### config.mk
export PLATFORM = sky130hd
export DESIGN_NAME = key_trigger_conditioner
export DESIGN_NICKNAME = d
export VERILOG_FILES = /design/src/rtl/key_trigger_conditioner.sv
export SDC_FILE = /design/constraint.sdc
export NUM_CORES = 1
export LEC_CHECK = 0
export BUFFER_PORTS_ARGS = -buffer_cell sky130_fd_sc_hd__buf_2
export CAP_MARGIN = 5
export CORE_MARGIN = 1.5
export CORE_UTILIZATION = 56
export CTS_BUF_LIST = sky130_fd_sc_hd__clkbuf_4 sky130_fd_sc_hd__clkbuf_8 sky130_fd_sc_hd__clkbuf_16
export DETAILED_ROUTE_END_ITERATION = 10
export MAX_ROUTING_LAYER = met4
export PLACE_DENSITY = 0.74
export SYNTH_ARGS = -nofsm -noshare
export SYNTH_HDL_FRONTEND = slang
export SYNTH_SLANG_ARGS = --single-unit
export TNS_END_PERCENT = 100
### constraint.sdc
create_clock -name fifty_MHz_clock -period 2.4 [get_ports fifty_MHz_clock]
set_clock_uncertainty 0.05 [all_clocks]
set_input_delay 0.36 -clock fifty_MHz_clock [delete_from_list [all_inputs] [get_ports fifty_MHz_clock]]
set_output_delay 0.36 -clock fifty_MHz_clock [all_outputs]
set_load 0.02 [all_outputs]
### src/rtl/key_trigger_conditioner.sv
`default_nettype none
// ============================================================================
// Module      : key_trigger_conditioner
// Description : N-channel push-button conditioner. Raw active-low keys are
//               synchronised, debounced by a per-channel four-state FSM, and
//               turned into a held level plus fixed-width press and release
//               pulses.
// Ports       : fifty_MHz_clock - system clock, rising edge
//               reset           - synchronous, active-high
//               key_n           - raw keys, 0 = pressed, asynchronous
//               channel_enable  - per-channel enable, 0 holds channel idle
//               trigger_level   - debounced key-held level
//               press_pulse     - PULSE_CYCLES-wide pulse on accepted press
//               release_pulse   - PULSE_CYCLES-wide pulse on accepted release
//               any_press       - OR of press_pulse
// Revision    : 1.0 - initial release
// ============================================================================
module key_trigger_conditioner #(
    parameter int NUM_KEYS        = 4,
    parameter int DEBOUNCE_CYCLES = 500000,
    parameter int CNT_W           = 19,
    parameter int PULSE_CYCLES    = 1
) (
    input  logic                fifty_MHz_clock,
    input  logic                reset,
    input  logic [NUM_KEYS-1:0] key_n,
    input  logic [NUM_KEYS-1:0] channel_enable,
    output logic [NUM_KEYS-1:0] trigger_level,
    output logic [NUM_KEYS-1:0] press_pulse,
    output logic [NUM_KEYS-1:0] release_pulse,
    output logic                any_press
);

    localparam logic [1:0] c_st_idle         = 2'd0;
    localparam logic [1:0] c_st_press_wait   = 2'd1;
    localparam logic [1:0] c_st_pressed      = 2'd2;
    localparam logic [1:0] c_st_release_wait = 2'd3;

    // Debounce exits on compare-equal, so the counter can never wrap.
    localparam logic [CNT_W-1:0] c_deb_last   = CNT_W'(DEBOUNCE_CYCLES - 1);
    localparam logic [CNT_W-1:0] c_pulse_last = CNT_W'(PULSE_CYCLES - 1);
    localparam logic [CNT_W-1:0] c_one        = CNT_W'(1);

    // Two-flop synchroniser. Flops reset to 1 (released) so that leaving
    // reset with a key held still requires a full debounce.
    logic [NUM_KEYS-1:0] r_sync1;
    logic [NUM_KEYS-1:0] r_sync2;
    logic [NUM_KEYS-1:0] w_pressed;

    always_ff @(posedge fifty_MHz_clock) begin
        if (reset) begin
            r_sync1 <= '1;
            r_sync2 <= '1;
        end else begin
            r_sync1 <= key_n;
            r_sync2 <= r_sync1;
        end
    end

    assign w_pressed = ~r_sync2;

    generate
        for (genvar g = 0; g < NUM_KEYS; g++) begin : g_channel
            logic [1:0]       r_state;
            logic [1:0]       w_state_nxt;
            logic [CNT_W-1:0] r_cnt;
            logic [CNT_W-1:0] w_cnt_nxt;
            logic             r_level;
            logic             w_level_nxt;
            logic             r_press;
            logic             w_press_nxt;
            logic             r_release;
            logic             w_release_nxt;
            logic [CNT_W-1:0] r_pcnt;
            logic [CNT_W-1:0] w_pcnt_nxt;
            logic             w_start_press;
            logic             w_start_release;

            always_ff @(posedge fifty_MHz_clock) begin
                if (reset) begin
                    r_state   <= c_st_idle;
                    r_cnt     <= '0;
                    r_level   <= 1'b0;
                    r_press   <= 1'b0;
                    r_release <= 1'b0;
                    r_pcnt    <= '0;
                end else begin
                    r_state   <= w_state_nxt;
                    r_cnt     <= w_cnt_nxt;
                    r_level   <= w_level_nxt;
                    r_press   <= w_press_nxt;
                    r_release <= w_release_nxt;
                    r_pcnt    <= w_pcnt_nxt;
                end
            end

            always_comb begin
                w_state_nxt     = r_state;
                w_cnt_nxt       = r_cnt;
                w_level_nxt     = r_level;
                w_start_press   = 1'b0;
                w_start_release = 1'b0;

                case (r_state)
                    c_st_idle: begin
                        if (w_pressed[g]) begin
                            w_state_nxt = c_st_press_wait;
                            w_cnt_nxt   = c_one;
                        end
                    end
                    c_st_press_wait: begin
                        if (!w_pressed[g]) begin
                            w_state_nxt = c_st_idle;
                            w_cnt_nxt   = '0;
                        end else if (r_cnt == c_deb_last) begin
                            w_state_nxt   = c_st_pressed;
                            w_cnt_nxt     = '0;
                            w_level_nxt   = 1'b1;
                            w_start_press = 1'b1;
                        end else begin
                            w_cnt_nxt = r_cnt + c_one;
                        end
                    end
                    c_st_pressed: begin
                        if (!w_pressed[g]) begin
                            w_state_nxt = c_st_release_wait;
                            w_cnt_nxt   = c_one;
                        end
                    end
                    c_st_release_wait: begin
                        if (w_pressed[g]) begin
                            // Short release glitch: back to held, no new press.
                            w_state_nxt = c_st_pressed;
                            w_cnt_nxt   = '0;
                        end else if (r_cnt == c_deb_last) begin
                            w_state_nxt     = c_st_idle;
                            w_cnt_nxt       = '0;
                            w_level_nxt     = 1'b0;
                            w_start_release = 1'b1;
                        end else begin
                            w_cnt_nxt = r_cnt + c_one;
                        end
                    end
                    default: begin
                        w_state_nxt = c_st_idle;
                        w_cnt_nxt   = '0;
                    end
                endcase

                // Disabled channel collapses to idle with nothing emitted.
                if (!channel_enable[g]) begin
                    w_state_nxt     = c_st_idle;
                    w_cnt_nxt       = '0;
                    w_level_nxt     = 1'b0;
                    w_start_press   = 1'b0;
                    w_start_release = 1'b0;
                end
            end

            // One pulse counter serves both pulses: press and release are
            // separated by at least a full debounce, so they never overlap.
            always_comb begin
                w_press_nxt   = r_press;
                w_release_nxt = r_release;
                w_pcnt_nxt    = r_pcnt;

                if (r_press || r_release) begin
                    if (r_pcnt == c_pulse_last) begin
                        w_press_nxt   = 1'b0;
                        w_release_nxt = 1'b0;
                        w_pcnt_nxt    = '0;
                    end else begin
                        w_pcnt_nxt = r_pcnt + c_one;
                    end
                end

                if (w_start_press) begin
                    w_press_nxt = 1'b1;
                    w_pcnt_nxt  = '0;
                end
                if (w_start_release) begin
                    w_release_nxt = 1'b1;
                    w_pcnt_nxt    = '0;
                end

                if (!channel_enable[g]) begin
                    w_press_nxt   = 1'b0;
                    w_release_nxt = 1'b0;
                    w_pcnt_nxt    = '0;
                end
            end

            assign trigger_level[g] = r_level;
            assign press_pulse[g]   = r_press;
            assign release_pulse[g] = r_release;
        end
    endgenerate

    assign any_press = |press_pulse;

endmodule
`default_nettype wire
==> results of run 1 <==
-- report_power, final --
| part | total, W | internal, W | leakage, nW | switching [W] |
|---|---|---|---|---|
| sequential | 0.00301 | 0.00300 | 1.45 | 0.0000102 |
| clock | 0.00266 | 0.00154 | 0.283 | 0.00113 |
| combinational | 0.000133 | 0.0000459 | 1.57 | 0.0000869 |
-- synth_stat cells, drive strengths merged, types with 17 or more instances --
library cell / instances / area, um^2
inv: 33 / 124
xnor2: 46 / 403
o21ai: 34 / 170
nor2: 140 / 526
xor2: 41 / 359
nand2: 96 / 360
buf: 23 / 175
clkbuf: 20 / 86.3
nand4: 41 / 257
nor3: 26 / 153
a21oi: 56 / 280
a31oi: 26 / 163
dfxtp: 180 / 3600
nand3: 81 / 405
or2: 17 / 106
and3: 21 / 133
nor4: 18 / 113
-- per-stage QoR --
stage	instance area [um^2]	std cells	worst slack (ns)	total power, W
final	9690	1308	0.257	0.00580
after global routing	9690	1308	0.0693	0.00600
after CTS	9680	1308	0.0924	0.00587
after detailed placement	9120	1276	0.0917	0.00321
after global placement	9120	1276	0.0979	0.00320
after floorplan	8860	1068	0.456	0.00316
-- state kept, by name, indices dropped and copies added (netlist names), named ones only --
name                 cells
g_channel.r_press        4
g_channel.r_level        4
g_channel.r_release      4
g_channel.r_pcnt        76
g_channel.r_state        4
r_sync1                  4
r_sync2                  4
g_channel.r_cnt         76
-- layout by cell type, fill, tap and decap left out, types with 20 or more instances in the layout --
cell	Yosys	layout
dfxtp_1	180	180
nor2_1	140	140
nand2_1	96	96
nand3_1	81	81
a21oi_1	56	56
xnor2_1	46	46
nand4_1	41	41
xor2_1	41	41
inv_1	33	33
o21ai_0	33	33
a31oi_1	26	26
nor3_1	24	24
buf_2	5	22
and3_1	20	20
-- routing by layer --
| layer | up-vias | part of all wire | GRT usage |
|---|---|---|---|
| met1 | 3428 | 0.51 | 0.310 |
| met3 | 29 | 0.030 | 0.0383 |
| met4 | 0 | 0.019 | 0.0932 |
| met5 | - | 0 | - |
| li1 | 3861 | - | - |
| met2 | 106 | 0.45 | 0.342 |
-- logic make-up after synthesis --
logic type,Yosys count
buffers and inverters,76
AOI/OAI and AO/OA,184
DFF,180
muxes,4
xor gates and xnor gates,87
adders and majority gates,12
and+or+nand+nor,525
-- final cells by class --
class                      count  area (um^2)
multi-input combinational    812         4890
sequential                   180         3600
clock inverter                 9         78.8
fill                        1335         5620
inverter                      33          124
clock buffer                  23          489
timing repair buffer          40          245
tap                          211          264
-- worst paths after layout --
kind	cells past startpoint	slack, ns	startpoint	to
max	7	0.26	g_channel[1].r_cnt[0]	g_channel[1].r_pcnt[3]
min	2	0.07	key_n[1]	r_sync1[1]
max reg2reg	7	0.26	g_channel[1].r_cnt[0]	g_channel[1].r_pcnt[3]
min reg2reg	1	0.36	r_sync1[2]	r_sync2[2]
-- what timing repair did --
action | CTS | global route
resized for setup | 0 | 1
hold buffers | 0 | 0
endpoints found under the setup margin | 0 | 7
hold endpoints to repair | 0 | 0
==> results.md, run 1 <==
| Stage | Parameter | This run |
|---|---|---|
| synthesis | Adder-Cell Fraction of Synth Area | 0.0169 |
| critical path | Worst Setup Path Type | flop to flop |
| critical path | CP max stage delay | 0.39 ns |
| cells and area | Syn-to-layout area delta | 9.35% |
| cells and area | Antenna Diode Count | 0 |
| critical path | Cell-by-cell listing of the critical path | ha_1, nand4_1, nor3_4, a41o_1, o21bai_2, buf_4, nor2_1 |
| critical path | Required time worst endpoint | 2.66 ns |
| cells and area | Fin util | 0.633 |
| route | Detailed-route vias per instance | 5.68 |
| sta | Final period demand of the worst path | 2.14 ns |
| clock tree | CTS tree | built |
| sta | Worst slew slack as a fraction of its limit | 0.516 |
| clock tree | Maximum root-to-sink buffer count | 2 |
| route | Post-detailed-route wirelength per cell | 13.5 um |
| sta | Post-route clock period utilization | 0.893 |
| critical path | WP data arrival | 2.41 ns |
| job | Max Cap Viol | 0 |
| clock tree | Number of H-tree levels | 4 |
| critical path | Critical Path Start Type | flop |
| synthesis | Largest family of logic cells by synthesized area | simple AND/OR/NAND/NOR gates |
| synthesis | Main flop type after synthesis | dfxtp_1 |
| global routing | Wire length of the first global-routing pass | 30400 um |
| run status | Run status | finished, final reports clean |
| synthesis | Sequential-to-total area share from yosys stat | 0.407 |
| route | Number of nets with antenna violations after detailed routing | 0 |
| synthesis | Gate count of the mapped netlist | 1068 |
| floorplan | Floorplan row count | 45 |
| floorplan | Effective utilization at floorplan | 0.579 |
| global routing | Overall routing resource usage | 0.230 |
| synthesis | Yosys warns | 0 |
| critical path | Buffer and inverter count on the worst path | 1 |
| synthesis | Area share of xor/xnor cells in the synthesized design | 0.0860 |
| synthesis | Post-Syn Nets | 1090 |
| pwr | Power density over the cells | 599 mW/mm^2 |
| global routing | Pin count of the biggest net entering global routing | 21 |
| sta | Final setup vio count | 0 |
| synthesis | Fraction of synthesized area in multiplexers | 0.00452 |
| placement | Placer Congestion | 0.858 |
| global routing | Antenna violations before repair | 0 |
| sta | Highest achievable clock rate | 0.467 GHz |
| synthesis | Yosys cell types | 71 |
| synthesis | Proportion of register bits with asynchronous set or reset after synthesis | 0 |
| clock tree | Insertion delay to the later sink of the worst-skew pair | 0.43 ns |
| route | First-iteration detailed-routing DRC count | 569 |
| sta | Setup repair after global routing missed its margin | no |
| floorplan | Core area | 0.0153 mm^2 |
| global routing | Number of global-route vias before repair | 6610 |
| synthesis | Synthesized area divided by synthesized cell count | 8.30 um^2 |
| sta | Final total negative setup slack | 0 ns |
| global routing | Remaining global-route overflow | 0 |
| synthesis | Simple-gate share of the synthesized area | 0.304 |
| floorplan | Width of the chip | 129 um |
| clock tree | Cell at the root of the clock tree | clkbuf_16 |
| floorplan | Die Ht | 129 um |
| placement | Post-DP HPWL | 12200 um |
| sta | Hold Worst Slack | 0.0691 ns |
| clock tree | Inserted Clock Buffers | 17 |
| route | First-pass DRT Iterations | 4 |
| floorplan | Floorplan die area | 0.0166 mm^2 |
| cells and area | Fraction of final layout cells sized beyond drive strength 1 | 0.101 |
| critical path | Critical-path top delay cell | dfxtp_1 |
| sta | Max-slew violation total from the final report | 0 |
| critical path | Kind of end point of the critical path | flop |
| clock tree | Clock transition at the registers of the reported paths | 0.06 ns |
| sta | Transition time at the pin with the least slew margin | 0.721 ns |
| floorplan | I/O pin count | 23 |
| clock tree | Number of clock sinks | 180 |
| clock tree | Post-CTS Setup Inserts | 0 |
| pwr | Leak | 3.31 nW |
| synthesis | Number of flops mapped to enable cells by yosys | 0 |
| synthesis | Synthesized-area fraction occupied by ao, oa, aoi and oai cells | 0.138 |
| critical path | Cell type group with the largest total delay on the critical path | simple AND/OR/NAND/NOR gates |
| route | Remaining DRCs | 0 |
| synthesis | Synthesized area | 0.00886 mm^2 |
| cells and area | Final nets | 1106 |
| placement | Port Buffers | 22 |
| synthesis | Post-synthesis sequential element count | 180 |
| critical path | Maximum fanout encountered on the critical timing path | 14 |
| hold path | HP Class | input pin to flop |
| pwr | Maximum vdd drop | 0.510 mV |
| sta | Number of endpoints with negative hold slack in the final report | 0 |
| route | Post-Route WL | 17700 um |
| route | Via count | 7424 |
(Power assumes the default switching activity.)
==> inputs of run 2 (changes only) <==
--- a/config.mk
+++ b/config.mk
@@ -9,10 +9,9 @@
 export CAP_MARGIN = 5
 export CORE_MARGIN = 1.5
 export CORE_UTILIZATION = 56
-export CTS_BUF_LIST = sky130_fd_sc_hd__clkbuf_4 sky130_fd_sc_hd__clkbuf_8 sky130_fd_sc_hd__clkbuf_16
 export DETAILED_ROUTE_END_ITERATION = 10
 export MAX_ROUTING_LAYER = met4
-export PLACE_DENSITY = 0.74
+export PLACE_DENSITY = 0.73
 export SYNTH_ARGS = -nofsm -noshare
 export SYNTH_HDL_FRONTEND = slang
 export SYNTH_SLANG_ARGS = --single-unit
==> run 2 against run 1 <==
Non-clock buffer count rose by 3. Critical path depth fell by 1. Clock power rose by 2%. Combinational power barely moved. Global-route usage rose by 0.49 points. Sequential cell count did not move. Highest routed layer unchanged.
==> results.md, run 2 (synthesis gave the netlist of run 1 again) <==
| Stage | Parameter | This run |
|---|---|---|
| sta | Post-route clock period utilization | 0.888 |
| pwr | Maximum vdd drop | 0.626 mV |
| pwr | Fraction of power consumed by sequential logic | 0.514 |
| floorplan | Die Ht | 129 um |
| route | Post-Route WL | 18300 um |
| cells and area | Sequential cell area | 0.00360 mm^2 |
| hold path | Source of the worst hold timing path | key_n[0] |
| clock tree | Number of clock sinks | 180 |
| critical path | Endpoint of the worst-slack reg-to-reg timing path | g_channel[1].r_cnt[14] |
| sta | Worst slew slack as a fraction of its limit | 0.442 |
| critical path | Register-to-register setup slack | 0.27 ns |
| critical path | Critical Path Start Type | flop |
| critical path | Startpoint of the worst-slack reg-to-reg timing path | g_channel[1].r_cnt[0] |
| hold path | Hold worst-path end | r_sync1[0] |
| job | Max Cap Viol | 0 |
| pwr | Cell internal pwr | 0.00462 W |
| cells and area | Finished Cell Area | 0.00972 mm^2 |
| clock tree | Insertion delay to the later sink of the worst-skew pair | 0.43 ns |
| cells and area | Largest regs | g_channel.r_cnt x76, g_channel.r_pcnt x76 |
| global routing | Number of global-route vias before repair | 6741 |
| clock tree | Inserted Clock Buffers | 17 |
| critical path | Worst Setup Path Type | flop to flop |
| floorplan | Effective utilization at floorplan | 0.579 |
| floorplan | Width of the chip | 129 um |
| pwr | Power density over the cells | 602 mW/mm^2 |
| placement | Post-DP HPWL | 12300 um |
| sta | Worst setup slack after layout | 0.270 ns |
| global routing | Wire length of the first global-routing pass | 31200 um |
| sta | Highest achievable clock rate | 0.469 GHz |
| hold path | Hold Path Depth | 2 |
| clock tree | Number of H-tree levels | 4 |
| clock tree | CTS tree | built |
| critical path | WP data arrival | 2.44 ns |
| critical path | Maximum fanout encountered on the critical timing path | 20 |
| critical path | Required time worst endpoint | 2.71 ns |
| hold path | HP Class | input pin to flop |
| critical path | Path depth of the worst reg2reg path | 6 |
| cells and area | Syn-to-layout area delta | 9.70% |
| placement | Post-Place Setup Slack | 0.0516 ns |
| clock tree | Maximum root-to-sink buffer count | 2 |
| floorplan | Core area | 0.0153 mm^2 |
| pwr | Switching power summed over all nets | 0.00123 W |
| cells and area | Leading cell types in the layout, fill and taps excluded | dfxtp_1 (180), nor2_1 (140), nand2_1 (96) |
| floorplan | Floorplan row count | 45 |
| clock tree | Cell at the root of the clock tree | clkbuf_16 |
| cells and area | Final nets | 1109 |
| pwr | Leak | 3.32 nW |
| route | Number of nets with antenna violations after detailed routing | 0 |
| pwr | Proportion of total power due to net switching | 0.210 |
| route | Detailed-route vias per instance | 5.73 |
| sta | Number of endpoints with negative hold slack in the final report | 0 |
| floorplan | I/O pin count | 23 |
| sta | Transition time at the pin with the least slew margin | 0.834 ns |
| sta | Final total negative setup slack | 0 ns |
| sta | Setup repair after global routing missed its margin | no |
| run status | Run status | finished, final reports clean |
| sta | Final setup vio count | 0 |
| global routing | Overall routing resource usage | 0.235 |
| cells and area | Antenna Diode Count | 0 |
| cells and area | Fraction of final layout cells sized beyond drive strength 1 | 0.100 |
| route | Remaining DRCs | 0 |
| pwr | Relative contribution of the clock network to total power | 0.463 |
| placement | Port Buffers | 22 |
| route | Post-detailed-route wirelength per cell | 13.9 um |
| cells and area | Multi-input logic area | 0.00489 mm^2 |
| cells and area | Most common library cell in the layout ignoring fill and taps | dfxtp_1 |
| global routing | Remaining global-route overflow | 0 |
| route | Via count | 7512 |
| placement | Placer Congestion | 0.847 |
| route | First-iteration detailed-routing DRC count | 472 |
| clock tree | Clock transition at the registers of the reported paths | 0.06 ns |
| global routing | Pin count of the biggest net entering global routing | 21 |
| cells and area | Layout fillers | 1365 |
| pwr | Logic gate share of total power | 0.023 |
| floorplan | Floorplan die area | 0.0166 mm^2 |
| route | First-pass DRT Iterations | 5 |
| sta | Max-slew violation total from the final report | 0 |
| critical path | Kind of end point of the critical path | flop |
| placement | Placed instance area | 0.00914 mm^2 |
| sta | Final period demand of the worst path | 2.13 ns |
| global routing | Antenna violations before repair | 0 |
==> run 2: cell count changes in the layout (fill, tap and decap cells not counted), sizes merged <==
cell      delta
clkbuf       -1
clkinvlp     -1
bufinv       +1
buf          +3
==> run 2: critical path, cell delays in order (launching register included) <==
cell      delay [ns]
dfxtp_1         0.34
ha_1            0.24
nand4_1         0.20
nor3_4          0.10
a211oi_4        0.73
a41oi_1         0.22
a31oi_1         0.18
==> run 2: cell type report <==
cell class | count | area share
multi-input combinational | 812 | 0.503
sequential | 180 | 0.371
clock buffer | 22 | 0.0477
timing repair buffer | 43 | 0.0275
tap | 211 | 0.0272
inverter | 33 | 0.0127
clock inverter | 9 | 0.0108
==> run 2: power by group through the flow <==
stage / combinational [W] / clock [W] / sequential [W]
2_1_floorplan: 0.0000954 / 0 / 0.00307
3_3_place_gp: 0.000131 / 0 / 0.00307
3_5_place_dp: 0.000132 / 0 / 0.00307
4_1_cts: 0.000134 / 0.00277 / 0.00301
5_1_grt: 0.000149 / 0.00287 / 0.00301
6_report: 0.000134 / 0.00271 / 0.00301
==> run 2: how the worst max path moves through the flow <==
stage                                from                       to  depth (start not counted)
floorplan           g_channel[3].r_cnt[5]  g_channel[3].r_pcnt[11]                          7
global placement    g_channel[1].r_cnt[0]    g_channel[1].r_cnt[8]                          6
detailed placement  g_channel[1].r_cnt[0]   g_channel[1].r_cnt[13]                          6
CTS                 g_channel[1].r_cnt[0]   g_channel[1].r_cnt[14]                          6
global route        g_channel[1].r_cnt[0]   g_channel[1].r_cnt[14]                          6
finish              g_channel[1].r_cnt[0]   g_channel[1].r_cnt[14]                          6
==> run 2: metal layers <==
metal | global-route usage | vias up | part of all wire
li1 | - | 3867 | -
met1 | 0.313 | 3500 | 0.50
met2 | 0.359 | 122 | 0.45
met3 | 0.0462 | 23 | 0.033
met4 | 0.0740 | 0 | 0.015
met5 | - | - | 0
==> run 2: metrics by stage <==
| stage | util | cells | hold WS, ns | power (W) |
|---|---|---|---|---|
| finish | 0.635 | 1310 | 0.0634 | 0.00585 |
| global route | 0.635 | 1310 | 0.0635 | 0.00603 |
| CTS | 0.634 | 1310 | 0.0471 | 0.00591 |
| detailed placement | 0.597 | 1279 | 0.351 | 0.00321 |
| global placement | 0.597 | 1279 | 0.342 | 0.00320 |
| floorplan | - | 1068 | 0.339 | 0.00316 |
==> run 2: repair_timing <==
action                     CTS  global route
setup buffers                0             0
setup endpoints to repair    0            24
gates resized for setup      0             2
hold buffers                 0             0
